### src/rtl/down_counter_timer_if.sv
// Control/status bundle for down_counter_timer.
// master: the controlling FSM. It drives load/load_val/start/en/auto_reload and observes status.
// slave : the timer. It drives q/zero/tc_pulse/busy/done.
//   load        parallel-load strobe for load_val
//   load_val    value copied into the counter and the reload register
//   start       begin counting (from IDLE or DONE)
//   en          count enable; the count holds when low
//   auto_reload 1 = periodic, 0 = one-shot
//   q           current count, registered
//   zero        combinational (q == 0)
//   tc_pulse    registered one-cycle terminal-count strobe
//   busy        timer is in RUN
//   done        timer is in DONE
interface down_counter_timer_if #(
  parameter int unsigned WIDTH = 4
);
  logic             load;
  logic [WIDTH-1:0] load_val;
  logic             start;
  logic             en;
  logic             auto_reload;
  logic [WIDTH-1:0] q;
  logic             zero;
  logic             tc_pulse;
  logic             busy;
  logic             done;

  modport master (
    output load, load_val, start, en, auto_reload,
    input  q, zero, tc_pulse, busy, done
  );

  modport slave (
    input  load, load_val, start, en, auto_reload,
    output q, zero, tc_pulse, busy, done
  );
endinterface

### src/rtl/down_counter_timer.sv
// Programmable synchronous down-counter/timer with one-shot and auto-reload modes.
// A value is loaded and then counted down once per enabled clock. A one-cycle tc_pulse
// marks terminal count.
//   clk   system clock; all state changes on posedge
//   reset asynchronous, active-high; clears all state
//   bus   down_counter_timer_if slave modport (controls in, count/status out)
module down_counter_timer #(
  parameter int unsigned WIDTH = 4
) (
  input  logic                 clk,
  input  logic                 reset,
  down_counter_timer_if.slave  bus
);

  localparam logic [1:0] StIdle = 2'd0;
  localparam logic [1:0] StRun  = 2'd1;
  localparam logic [1:0] StDone = 2'd2;

  logic [1:0]       state_q, state_d;
  logic [WIDTH-1:0] count_q, count_d;
  logic [WIDTH-1:0] reload_q, reload_d;
  logic             tc_q, tc_d;

  always_comb begin
    state_d  = state_q;
    count_d  = count_q;
    reload_d = reload_q;
    tc_d     = 1'b0;

    if (bus.load) begin
      // load overrides start and counting in the same cycle
      count_d  = bus.load_val;
      reload_d = bus.load_val;
      state_d  = StIdle;
    end else begin
      case (state_q)
        StIdle: begin
          // starting from zero would tick immediately, so it is refused
          if (bus.start && (count_q != '0)) state_d = StRun;
        end
        StRun: begin
          if (bus.en) begin
            if (count_q == WIDTH'(1)) begin
              tc_d = 1'b1;
              if (bus.auto_reload) begin
                count_d = reload_q;
              end else begin
                count_d = '0;
                state_d = StDone;
              end
            end else if (count_q != '0) begin
              // guard keeps the count from wrapping below zero
              count_d = count_q - WIDTH'(1);
            end
          end
        end
        StDone: begin
          if (bus.start && (reload_q != '0)) begin
            count_d = reload_q;
            state_d = StRun;
          end
        end
        default: state_d = StIdle;
      endcase
    end
  end

  always_ff @(posedge clk or posedge reset) begin
    if (reset) begin
      state_q  <= StIdle;
      count_q  <= '0;
      reload_q <= '0;
      tc_q     <= 1'b0;
    end else begin
      state_q  <= state_d;
      count_q  <= count_d;
      reload_q <= reload_d;
      tc_q     <= tc_d;
    end
  end

  assign bus.q        = count_q;
  assign bus.zero     = (count_q == '0);
  assign bus.tc_pulse = tc_q;
  assign bus.busy     = (state_q == StRun);
  assign bus.done     = (state_q == StDone);

endmodule

### src/flat_wrapper.sv
// flat-port wrapper written by rule: the top's interface ports become plain ports
module down_counter_timer_flat 
#(
  parameter int unsigned WIDTH = 4
)
  (clk, reset, bus_load, bus_load_val, bus_start, bus_en, bus_auto_reload, bus_q, bus_zero, bus_tc_pulse, bus_busy, bus_done);
  down_counter_timer_if #(.WIDTH(WIDTH)) bus_i ();
  input  logic clk;
  input  logic reset;
  input wire logic [$bits(bus_i.load)-1:0] bus_load;
  input wire logic [$bits(bus_i.load_val)-1:0] bus_load_val;
  input wire logic [$bits(bus_i.start)-1:0] bus_start;
  input wire logic [$bits(bus_i.en)-1:0] bus_en;
  input wire logic [$bits(bus_i.auto_reload)-1:0] bus_auto_reload;
  output wire logic [$bits(bus_i.q)-1:0] bus_q;
  output wire logic [$bits(bus_i.zero)-1:0] bus_zero;
  output wire logic [$bits(bus_i.tc_pulse)-1:0] bus_tc_pulse;
  output wire logic [$bits(bus_i.busy)-1:0] bus_busy;
  output wire logic [$bits(bus_i.done)-1:0] bus_done;
  assign bus_i.load = bus_load;
  assign bus_i.load_val = bus_load_val;
  assign bus_i.start = bus_start;
  assign bus_i.en = bus_en;
  assign bus_i.auto_reload = bus_auto_reload;
  assign bus_q = bus_i.q;
  assign bus_zero = bus_i.zero;
  assign bus_tc_pulse = bus_i.tc_pulse;
  assign bus_busy = bus_i.busy;
  assign bus_done = bus_i.done;
  down_counter_timer #(.WIDTH(WIDTH)) u_core (.clk(clk), .reset(reset), .bus(bus_i));
endmodule
### config.mk
export PLATFORM = sky130hd
export DESIGN_NAME = down_counter_timer_flat
export DESIGN_NICKNAME = d
export VERILOG_FILES = /design/src/rtl/down_counter_timer_if.sv /design/src/rtl/down_counter_timer.sv /design/src/flat_wrapper.sv
export SDC_FILE = /design/constraint.sdc
export NUM_CORES = 1
export LEC_CHECK = 0
export BUFFER_PORTS_ARGS = -buffer_cell sky130_fd_sc_hd__buf_2
export CAP_MARGIN = 20
export CORE_MARGIN = 5
export CORE_UTILIZATION = 49
export DETAILED_ROUTE_END_ITERATION = 7
export GPL_ROUTABILITY_DRIVEN = 1
export PLACE_DENSITY = 0.77
export SYNTH_ARGS = -nofsm -noshare
export SYNTH_HDL_FRONTEND = slang
export SYNTH_SLANG_ARGS = --single-unit
### constraint.sdc
create_clock -name clk -period 2.33 [get_ports clk]
set_input_delay 0.233 -clock clk [delete_from_list [all_inputs] [get_ports clk]]
set_output_delay 0.233 -clock clk [all_outputs]
set_load 0.02 [all_outputs]
==> flow_results.org <==
** Clock tree
- Clock tree from TritonCTS :: yes
- Number of gates resized after cts :: 0
- Sink Count :: 11
- In this run the number of H-tree levels came out at 1.
- Clock Path Buffers :: 2
- Clk_lat worst skew :: 270 ps
- CTS root buf :: clkbuf_4
- Hold buffer count at CTS :: 1
- After clock tree synthesis, the setup repair step added 0 buffers.
- Clock-pin slew was measured on the worst setup and hold paths at 70 ps.
- Clock tree synthesis inserted a total of 3 buffers.

** Critical path
- R2R Path Start :: u_core.bus.q[1]
- For the worst setup path, the data required time is 2530 ps.
- Data arrives at the worst endpoint at 2160 ps.
- Launching element type of the critical path :: flip-flop
- The most critical setup path has its startpoint at u_core.bus.q[1].
- Along the worst path, the maximum fanout reaches 7.
- Setup CP Type :: reg2reg
- Kind of capture point of the worst setup path :: flip-flop

** Die
- Number of top-level pins :: 18
- The die covers 2130 µm².
- The die is 46.2 µm wide.
- Floorplan row count :: 13
- The floorplan step defined a core boundary enclosing 1270 µm².
- Once the floorplan was initialized, standard cells occupied 50.6% of the core.
- In this run the vertical extent of the chip is 46.2 µm.

** Global route
- The first global-routing pass estimated 2.46 mm of wire.
- Across every metal layer, demand over resource in global routing totals 16.1%.
- Final global-route overflow total :: 0
- Most heavily used metal layer in global routing :: met2
- Antenna violations before repair :: 0
- Met3 track demand over resource :: 2.73%
- Met2 track demand over resource in global routing :: 26.1%
- Vias in the first global route :: 550
- Largest net degree at the start of global routing :: 19
- Met1 track demand over resource :: 20.2%

** Synth
- Most used flip-flop cell after synthesis :: dfrtp_1
- Synthesized flop and latch total :: 11
- Summing the areas of all and, or, nand and nor instances in the mapped netlist gives 21.2% of the synthesized area.
- Area of the mapped netlist :: 642 µm²
- Measured against the total synthesized area, the mux share comes to 1.75%.
- The synthesized netlist devotes 23.0% of its cell area to compound gates.
- Number of cells produced by synthesis :: 66
- Post-synth EDFFs :: 0
- In this run, distinct cell masters in the synthesized netlist total 30.
- The Yosys step of the flow raised 0 warnings.
- Combinational family with the most area after synthesis :: compound AO/OA/AOI/OAI gates
- Post-synthesis adder-cell area fraction :: 5.85%
- Total nets after synthesis :: 79
- Share of the synthesized area in the top cell type :: 42.9%
- For this run, the register share of the synthesized area comes to 42.9%.
- In this run the mean area of a mapped cell was 9.73 µm².
- Counting flops with an async set or reset pin after synthesis yields a share of 100%.
- Summed over all instances, the cell type with the most area after synthesis is dfrtp_1.
- Yosys attributes the largest share of cell area to dfrtp_1, ha_1, inv_1.
- The synthesized netlist devotes 0% of its cell area to XOR and XNOR gates.

** Place
- Gpl congestion :: 0.831
- Once placement completed, the tool counted placed cells totaling 96.
- Count of input and output buffers :: 17
- The HPWL after detailed placement is 1.14 mm.
- Summing all placed instances gives a cell area of 738 µm².

** Route
- Total number of vias :: 586
- Remaining antenna violation count :: 0
- In this run, the number of DRC markers left after iteration 0 of detailed routing was 18.
- The first detailed-routing pass ran for 4 iterations.
- Final wirelength :: 1.46 mm
- Using the TritonRoute via totals, the vias-per-cell ratio works out to 5.80.
- Average detailed-routed wire length per instance :: 14.4 µm
- Remaining DRCs :: 0

** Layout
- Area Growth Syn to Fin :: 20.7%
- After routing the design area is 774 µm².
- Antenna diodes :: 0
- Filler-free cell count of the finished design :: 101
- Proportion of layout cells with a drive suffix above 1 :: 25.6%
- The net count of the finished layout is 100.

** STA
- Setup violations remaining at the end of the flow were counted as 0.
- Share of the clock period used by the worst path :: 84.4%
- Max Fclk :: 509 MHz
- The worst pin sits at a relative slew slack of 63.4%.
- Final Slew Violations :: 0
- The final hold violation count was 0.
- On the final layout, the worst clock skew is 2.35 ps.
- Adding up every negative setup slack in the final design gives 0 ps.
- Setup repair after global routing left no endpoint under its margin.
- Final critical delay including setup and external delays :: 1970 ps
- At the pin with the least slew margin, the transition time is 548 ps.

** Power
- Power density over the cells :: 740 nW/µm²
- IR analysis of the VDD net gives a maximum drop of 380 µV.
- For this design the static power due to leakage is 0.403 nW.

** Min path
- Path category of the worst min-delay check :: in2reg
- In this run the most critical hold path is launched from bus_load_val[2].

** Flow run
- The tool flagged a number of max-cap violations equal to 0.

** Status
- Outcome :: completed
==> area by class of cell <==
type,instances,area [µm²]
Fill cell,114,494
Multi-Input combinational cell,46,333
Sequential cell,11,275
Timing Repair Buffer,18,95.1
Clock buffer,4,26.3
Inverter,7,26.3
Tap cell,15,18.8
==> flip-flops by register name, indices dropped and copies added, names as in the netlist <==
name,flops
u_core.reload_q,4
u_core.bus.tc_pulse,1
u_core.bus.q,4
u_core.state_q,2
==> path summary, 6_finish.rpt <==
| kind | to | slack [ps] | cells past startpoint |
|---|---|---|---|
| max reg2reg | u_core.bus.q[2] | 360 | 6 |
| max | u_core.bus.q[2] | 360 | 6 |
| min in group asynchronous | u_core.bus.q[0] | 490 | 3 |
| min | u_core.reload_q[2] | 190 | 2 |
| max in group asynchronous | u_core.reload_q[0] | 1550 | 3 |
| min reg2reg | u_core.reload_q[0] | 540 | 1 |
==> layer usage <==
layer  up-vias  routed length, µm
li1        288                  -
met4         0                 35
met1       268                620
met5         -                  0
met2        25                682
met3         5                119
==> per-stage QoR <==
stage	utilization, %	hold WS [ps]	total power [mW]	worst slack [ps]
5_1_grt	61.0	203	0.613	252
3_3_place_gp	58.2	245	0.440	476
4_1_cts	61.0	198	0.577	373
3_5_place_dp	58.2	248	0.447	393
6_report	61.0	195	0.573	364
2_1_floorplan	-	85.4	0.382	400
==> Yosys cell counts (2+ instances only) <==
cell / instances
a21o_1: 3
a2bb2oi_1: 2
a31oi_1: 2
clkbuf_1: 2
dfrtp_1: 11
ha_1: 3
inv_1: 7
nand2b_1: 2
nor2_1: 4
nor2b_1: 3
nor3_1: 4
nor4_1: 2
o21ai_0: 3
o2bb2ai_1: 2
==> where the power goes <==
part / leakage, nW / total (mW) / internal [mW] / switching, mW
clock: 0.0150 / 0.128 / 0.0663 / 0.0620
sequential: 0.136 / 0.253 / 0.218 / 0.0350
combinational: 0.251 / 0.192 / 0.0832 / 0.108
==> cells in the final DEF (no fill, tap or decap), types with 2 or more instances in the layout <==
cell type,synthesis,final
nor2b_1,3,3
nor4_1,2,2
o21ai_0,3,3
nor2_1,4,4
buf_2,0,17
o2bb2ai_1,2,2
a21o_1,3,3
inv_1,7,7
a2bb2oi_1,2,2
ha_1,3,3
nand2b_1,2,2
nor3_1,4,4
clkbuf_4,0,3
a31oi_1,2,2
dfrtp_1,11,11
==> kinds of logic (layout without fill, tap and decap cells) <==
kind of cell	count (synthesis)	in the layout
compound gates	19	19
fa+ha+maj	3	3
buf+inv	9	29
flops	11	11
mux	1	1
simple gates	23	23
==> worst max-delay path, stage by stage, from the launching register on <==
cell,delay (ps)
dfrtp_1,400
inv_1,100
ha_1,210
or4b_1,480
a221o_1,460
o21ai_0,120
o2bb2ai_1,130
(Power assumes the default switching activity.)
